--- config.mk ---
export PLATFORM = sky130hd
export DESIGN_NAME = alu_issue_ctrl
export DESIGN_NICKNAME = d
export VERILOG_FILES = /design/src/rtl/alu_issue_ctrl_pkg.sv /design/src/rtl/alu_regfile.sv /design/src/rtl/alu_issue_ctrl.sv
export SDC_FILE = /design/constraint.sdc
export NUM_CORES = 1
export LEC_CHECK = 0
export CORE_ASPECT_RATIO = 1.5
export CORE_MARGIN = 1.5
export CORE_UTILIZATION = 36
export CTS_CLUSTER_SIZE = 30
export DETAILED_ROUTE_END_ITERATION = 16
export PLACE_DENSITY = 0.52
export SLEW_MARGIN = 0
export SYNTH_ARGS = -nofsm -noshare
export SYNTH_HDL_FRONTEND = slang
export SYNTH_SLANG_ARGS = --single-unit
--- constraint.sdc ---
create_clock -name clk -period 2.6 [get_ports clk]
set_input_delay 0.39 -clock clk [delete_from_list [all_inputs] [get_ports clk]]
set_output_delay 0.39 -clock clk [all_outputs]
set_load 0.02 [all_outputs]
--- src/rtl/alu_issue_ctrl_pkg.sv ---
// Shared definitions for the ALU issue controller: opcodes, instruction
// field positions, FSM state and retire-class encodings.
package alu_issue_ctrl_pkg;

  localparam int DATA_W = 16;
  localparam int NREGS  = 8;
  localparam int RADR_W = 3;
  localparam int RES_W  = 17;
  localparam int IMM_W  = 9;

  localparam logic [3:0] OP_DIV  = 4'd0;
  localparam logic [3:0] OP_ADD  = 4'd1;
  localparam logic [3:0] OP_SUB  = 4'd2;
  localparam logic [3:0] OP_MUL  = 4'd3;
  localparam logic [3:0] OP_AND  = 4'd4;
  localparam logic [3:0] OP_OR   = 4'd5;
  localparam logic [3:0] OP_XOR  = 4'd6;
  localparam logic [3:0] OP_NOT  = 4'd7;
  localparam logic [3:0] OP_SHR1 = 4'd8;
  localparam logic [3:0] OP_SHL  = 4'd9;
  localparam logic [3:0] OP_INC  = 4'd10;
  localparam logic [3:0] OP_DEC  = 4'd11;
  localparam logic [3:0] OP_LDI  = 4'd12;

  localparam int OP_MSB  = 15;
  localparam int OP_LSB  = 12;
  localparam int RD_MSB  = 11;
  localparam int RD_LSB  = 9;
  localparam int RS1_MSB = 8;
  localparam int RS1_LSB = 6;
  localparam int RS2_MSB = 5;
  localparam int RS2_LSB = 3;
  localparam int IMM_MSB = 8;
  localparam int IMM_LSB = 0;

  typedef enum logic [1:0] {
    ST_IDLE = 2'd0,
    ST_EXEC = 2'd1,
    ST_DONE = 2'd2
  } state_t;

  typedef enum logic [1:0] {
    K_ALU  = 2'd0,
    K_LDI  = 2'd1,
    K_ILL  = 2'd2,
    K_DIV0 = 2'd3
  } kind_t;

  function automatic logic is_illegal(input logic [3:0] op);
    return (op > OP_LDI);
  endfunction

endpackage

--- src/rtl/alu_regfile.sv ---
// 8x16 register file: one write port, two registered read ports that double
// as the ALU operand registers; everything clears on async reset.
module alu_regfile
  import alu_issue_ctrl_pkg::*;
(
  input  logic              clk,
  input  logic              rst_n,
  input  logic              i_rd_en,
  input  logic [RADR_W-1:0] i_rs1,
  input  logic [RADR_W-1:0] i_rs2,
  input  logic              i_we,
  input  logic [RADR_W-1:0] i_waddr,
  input  logic [DATA_W-1:0] i_wdata,
  output logic [DATA_W-1:0] o_rdata1,
  output logic [DATA_W-1:0] o_rdata2
);

  logic [DATA_W-1:0] r_rf [NREGS];
  logic [DATA_W-1:0] r_rdata1;
  logic [DATA_W-1:0] r_rdata2;

  // storage array with single write port
  always_ff @(posedge clk or negedge rst_n) begin
    if (!rst_n) begin
      for (int i = 0; i < NREGS; i++) r_rf[i] <= '0;
    end else if (i_we) begin
      r_rf[i_waddr] <= i_wdata;
    end
  end

  // registered read ports, loaded only when an instruction is accepted
  always_ff @(posedge clk or negedge rst_n) begin
    if (!rst_n) begin
      r_rdata1 <= '0;
      r_rdata2 <= '0;
    end else if (i_rd_en) begin
      r_rdata1 <= r_rf[i_rs1];
      r_rdata2 <= r_rf[i_rs2];
    end
  end

  assign o_rdata1 = r_rdata1;
  assign o_rdata2 = r_rdata2;

endmodule

--- src/rtl/alu_issue_ctrl.sv ---
// Issue/retire sequencer in front of the external combinational ALU:
// accept -> EXEC (ALU settles, write back) -> DONE (status pulse) -> IDLE.
module alu_issue_ctrl
  import alu_issue_ctrl_pkg::*;
(
  input  logic              clk,
  input  logic              rst_n,
  input  logic              instr_valid,
  input  logic [15:0]       instr,
  output logic              instr_ready,
  output logic [DATA_W-1:0] alu_a,
  output logic [DATA_W-1:0] alu_b,
  output logic [3:0]        alu_control,
  input  logic [RES_W-1:0]  alu_result,
  input  logic              alu_zero,
  input  logic              alu_carry,
  input  logic              alu_parity,
  output logic              done,
  output logic [DATA_W-1:0] wb_data,
  output logic              flag_z,
  output logic              flag_c,
  output logic              flag_p,
  output logic              err_illegal,
  output logic              err_div0
);

  state_t             r_state;
  logic               r_ready;
  logic [3:0]         r_op;
  logic [RADR_W-1:0]  r_rd;
  logic [IMM_W-1:0]   r_imm;
  logic               r_done;
  logic [DATA_W-1:0]  r_wb;
  logic               r_fz, r_fc, r_fp;
  logic               r_ill, r_div0;

  logic               w_accept;
  kind_t              w_kind;
  logic               w_we;
  logic [DATA_W-1:0]  w_wdata;
  logic               w_unused_res_msb;

  // carry arrives separately as alu_carry
  assign w_unused_res_msb = alu_result[RES_W-1];
  assign w_accept = (r_state == ST_IDLE) && r_ready && instr_valid;

  alu_regfile u_rf (
    .clk      (clk),
    .rst_n    (rst_n),
    .i_rd_en  (w_accept),
    .i_rs1    (instr[RS1_MSB:RS1_LSB]),
    .i_rs2    (instr[RS2_MSB:RS2_LSB]),
    .i_we     (w_we),
    .i_waddr  (r_rd),
    .i_wdata  (w_wdata),
    .o_rdata1 (alu_a),
    .o_rdata2 (alu_b)
  );

  // classify the instruction in flight and form the write-back request
  always_comb begin
    w_kind  = K_ALU;
    w_wdata = alu_result[DATA_W-1:0];
    case (r_op)
      OP_LDI: begin
        w_kind  = K_LDI;
        w_wdata = {7'd0, r_imm};
      end
      OP_DIV: begin
        if (alu_b == '0) w_kind = K_DIV0;
        else             w_kind = K_ALU;
      end
      default: begin
        if (is_illegal(r_op)) w_kind = K_ILL;
        else                  w_kind = K_ALU;
      end
    endcase
    if (r_state == ST_EXEC) w_we = (w_kind == K_ALU) || (w_kind == K_LDI);
    else                    w_we = 1'b0;
  end

  // sequencing FSM with registered handshake, status and flag outputs
  always_ff @(posedge clk or negedge rst_n) begin
    if (!rst_n) begin
      r_state <= ST_IDLE;
      r_ready <= 1'b0;
      r_op    <= 4'd0;
      r_rd    <= '0;
      r_imm   <= '0;
      r_done  <= 1'b0;
      r_wb    <= '0;
      r_fz    <= 1'b0;
      r_fc    <= 1'b0;
      r_fp    <= 1'b0;
      r_ill   <= 1'b0;
      r_div0  <= 1'b0;
    end else begin
      case (r_state)
        ST_IDLE: begin
          r_done <= 1'b0;
          if (w_accept) begin
            r_op    <= instr[OP_MSB:OP_LSB];
            r_rd    <= instr[RD_MSB:RD_LSB];
            r_imm   <= instr[IMM_MSB:IMM_LSB];
            r_wb    <= '0;
            r_ill   <= 1'b0;
            r_div0  <= 1'b0;
            r_ready <= 1'b0;
            r_state <= ST_EXEC;
          end else begin
            r_ready <= 1'b1;
          end
        end
        ST_EXEC: begin
          case (w_kind)
            K_LDI:  r_wb   <= w_wdata;
            K_ILL:  r_ill  <= 1'b1;
            K_DIV0: r_div0 <= 1'b1;
            default: begin
              r_wb <= w_wdata;
              r_fz <= alu_zero;
              r_fc <= alu_carry;
              r_fp <= alu_parity;
            end
          endcase
          r_done  <= 1'b1;
          r_ready <= 1'b0;
          r_state <= ST_DONE;
        end
        ST_DONE: begin
          r_done  <= 1'b0;
          r_ready <= 1'b1;
          r_state <= ST_IDLE;
        end
        default: begin
          r_done  <= 1'b0;
          r_ready <= 1'b0;
          r_state <= ST_IDLE;
        end
      endcase
    end
  end

  assign instr_ready = r_ready;
  assign alu_control = r_op;
  assign done        = r_done;
  assign wb_data     = r_wb;
  assign flag_z      = r_fz;
  assign flag_c      = r_fc;
  assign flag_p      = r_fp;
  assign err_illegal = r_ill;
  assign err_div0    = r_div0;

endmodule

==> impl_metrics.csv <==
group,metric,value,unit
status,status,"finished, final reports clean",
route,num_vias,6179,
yosys,yosysMostFrequentCell,"dfrtp_1",
power_and_ir_drop,ir_drop,0.0007476,V
floorplan,die_w,138.1,um
clocking,root_buffer,"clkbuf_16",
yosys,yosys.area_share.adder,0,%
floorplan,die_area,28400,sq um
timing,fmax,0.4156,GHz
final_layout,drive_gt1_share,30.44,%
global_route,antenna_found_initial,0,
hold_path,hold_path_class,"in2reg",
global_route,grt_pass1_wl,41440,um
floorplan,die_h,205.7,um
clocking,cts_buffers,22,
route,vias_per_cell,5.434,
yosys,ys.warnings.count,0,
yosys,synth-simple-area-share,5.547,%
yosys,synth_edf_count,0,
clocking,cts_sinks,201,
yosys,synth.avg_cell_area,14.62,sq um
route,totalWireLength,26490,um
timing,post-route-period-util,92.55,%
route,antenna_left,0,
worst_setup_path,reg2reg_depth,6,
clocking,cts.clk_slew.worst_paths,0.06,ns
global_route,grt_pass1_vias,6842,
hold_path,hold_depth,3,
job,drv_cap,0,
clocking,h-tree-depth,1,
worst_setup_path,startpoint_type,"flip-flop",
power_and_ir_drop,finalPower,14.21,mW
final_layout,fill_cells,2445,
timing,fin_crit,2.406,ns
timing,whs,0.2391,ns
timing,setup_viol,0,
global_route,overflow,0,
route,drt-wirelength-per-cell,23.30,um
clocking,cts_tree,"done",
timing,tightestPinTransition,1.025,ns
final_layout,layout.nets,819,
clocking,ctsResizeCount,0,
yosys,netlist_area,9857,sq um
power_and_ir_drop,powerDensity,1171,nW/um^2
timing,setup-tns-final,0,ns
yosys,synth_top_area_share,51.03,%
timing,hold_viol,0,
yosys,ys_types,40,
worst_setup_path,critPathRequiredTime,2.97,ns
floorplan,start_util,36.46,%
route,drtIter0Drc,225,
floorplan,core,27040,sq um
final_layout,syn2layout_area_growth,23.09,%
worst_setup_path,critPathKind,"reg2reg",
yosys,syn_nets,713,
timing,rsz0062_at_grt,"no",
clocking,cts_hold_buf,1,
floorplan,num_rows,74,
placement,portBuffers,96,
yosys,synth_top_area_cell,"dfrtp_1",
route,drc,0,
final_layout,stdcell_count,1137,
clocking,worstSkewPairLatency,0.50,ns
yosys,netlist_instances,674,
yosys,muxShareOfSynthArea,35.66,%
yosys,synth_compound_area_share,5.065,%
worst_setup_path,endpoint_kind,"flip-flop",
timing,drv_slew,0,
clocking,postCtsSetupBuffers,0,
final_layout,diodes,0,
yosys,synth_top_family_by_area,"multiplexers",
worst_setup_path,worstPathArrival,2.78,ns
yosys,ys.flop_type,"dfrtp_1",
placement,placed_cells,1097,
timing,skew,0.009024,ns
worst_setup_path,crit_fanout,15,
power_and_ir_drop,p_leak,5.248,nW
yosys,synth_xor_area_share,0,%
timing,max_slew_margin,31.53,%
final_layout,regArea,5030,sq um
final_layout,multi_input_area,4588,sq um
yosys,ys_seq_elements,201,
placement,place_congestion,0.7686,
yosys,yosys-top-cells-area,"dfrtp_1, mux4_2, mux2_4, mux2_1, mux2_2",
clocking,cts_buffer_depth,3,
route,firstDrtPassIters,4,
global_route,track_usage,18.94,%
yosys,synthTopCellsByCount,"dfrtp_1, nand2_1, mux4_2",
yosys,synth_seq_area_share,51.03,%
placement,post-dp-hpwl,17430,um
global_route,grt_max_degree,67,
yosys,async_reset_ff_share,100.0,%
floorplan,io_pins,98,
[flip-flops by register name, indices dropped and copies added, names as in the netlist, 2 cells and up]
| signal | cells |
|---|---|
| r_rd | 3 |
| u_rf.o_rdata1 | 16 |
| u_rf.r_rf | 128 |
| alu_control | 4 |
| r_imm | 9 |
| u_rf.o_rdata2 | 16 |
| r_state | 2 |
| wb_data | 16 |
[power by group]
part / switching (mW) / internal (mW) / total (mW) / leakage (nW)
combinational: 2.41 / 2.98 / 5.39 / 2.31
clock: 1.27 / 1.84 / 3.10 / 0.360
sequential: 1.14 / 4.58 / 5.72 / 2.58
[stage by stage]
step           instance area, sq um  util [%]  setup WS (ns)
6_report                      12130     44.88         0.1938
5_1_grt                       12130     44.88        0.08784
4_1_cts                       12130     44.88         0.1612
3_5_place_dp                  11400     42.16         0.1750
3_3_place_gp                  11400     42.16         0.2112
2_1_floorplan                  9857         -         0.5251
[final timing paths]
| kind | to | slack, ns | startpoint |
|---|---|---|---|
| max | u_rf.r_rf[108]$_DFFE_PN0P_ | 0.19 | u_rf.o_rdata2[11]$_DFFE_PN0P_ |
| min | r_imm[3]$_DFFE_PN0P_ | 0.24 | instr[3] |
| max reg2reg | u_rf.r_rf[108]$_DFFE_PN0P_ | 0.19 | u_rf.o_rdata2[11]$_DFFE_PN0P_ |
| min reg2reg | r_imm[1]$_DFFE_PN0P_ | 0.47 | r_imm[1]$_DFFE_PN0P_ |
| max in group asynchronous | u_rf.r_rf[89]$_DFFE_PN0P_ | 1.38 | rst_n |
| min in group asynchronous | wb_data[13]$_DFFE_PN0P_ | 0.44 | rst_n |
[worst max-delay path, cell delays in order (launching register included)]
cell	delay [ns]
dfrtp_1	0.42
nor4_1	0.60
and3_1	0.25
buf_4	0.24
a211oi_2	0.13
buf_4	0.26
mux2_1	0.36
[cell usage in the layout, fill, tap and decap left out, types with 4 or more instances in the layout]
cell / instances
dfrtp_1: 201
mux2i_1: 32
mux2_4: 47
clkinv_2: 4
a32o_1: 7
o22ai_1: 9
mux2_1: 47
clkdlybuf4s50_1: 93
mux2_2: 46
clkbuf_16: 23
o21ai_0: 34
buf_4: 19
mux4_2: 64
nand2_1: 97
clkbuf_8: 9
a211oi_4: 4
buf_12: 12
nor2b_1: 7
[kinds of logic after synthesis]
kind of cell,count (synthesis)
AND/OR/NAND/NOR,124
buffers and inverters,50
flip-flops,201
multiplexers,236
AO/OA/AOI/OAI,63
[layout make-up]
cell class	instances	share of cell area, %
inverter	4	0.1237
tap	342	3.527
multi-input combinational	423	37.82
clock inverter	5	0.2269
clock buffer	34	5.744
timing repair buffer	128	11.11
sequential	201	41.46
[layer usage]
| layer | up-vias | routed length, um | track usage [%] |
|---|---|---|---|
| li1 | 2719 | - | - |
| met1 | 3290 | 10650 | 22.79 |
| met2 | 121 | 14350 | 35.38 |
| met3 | 49 | 849 | 2.141 |
| met4 | 0 | 634 | 5.827 |
| met5 | - | 0 | 0 |
(Power assumes the default switching activity.)
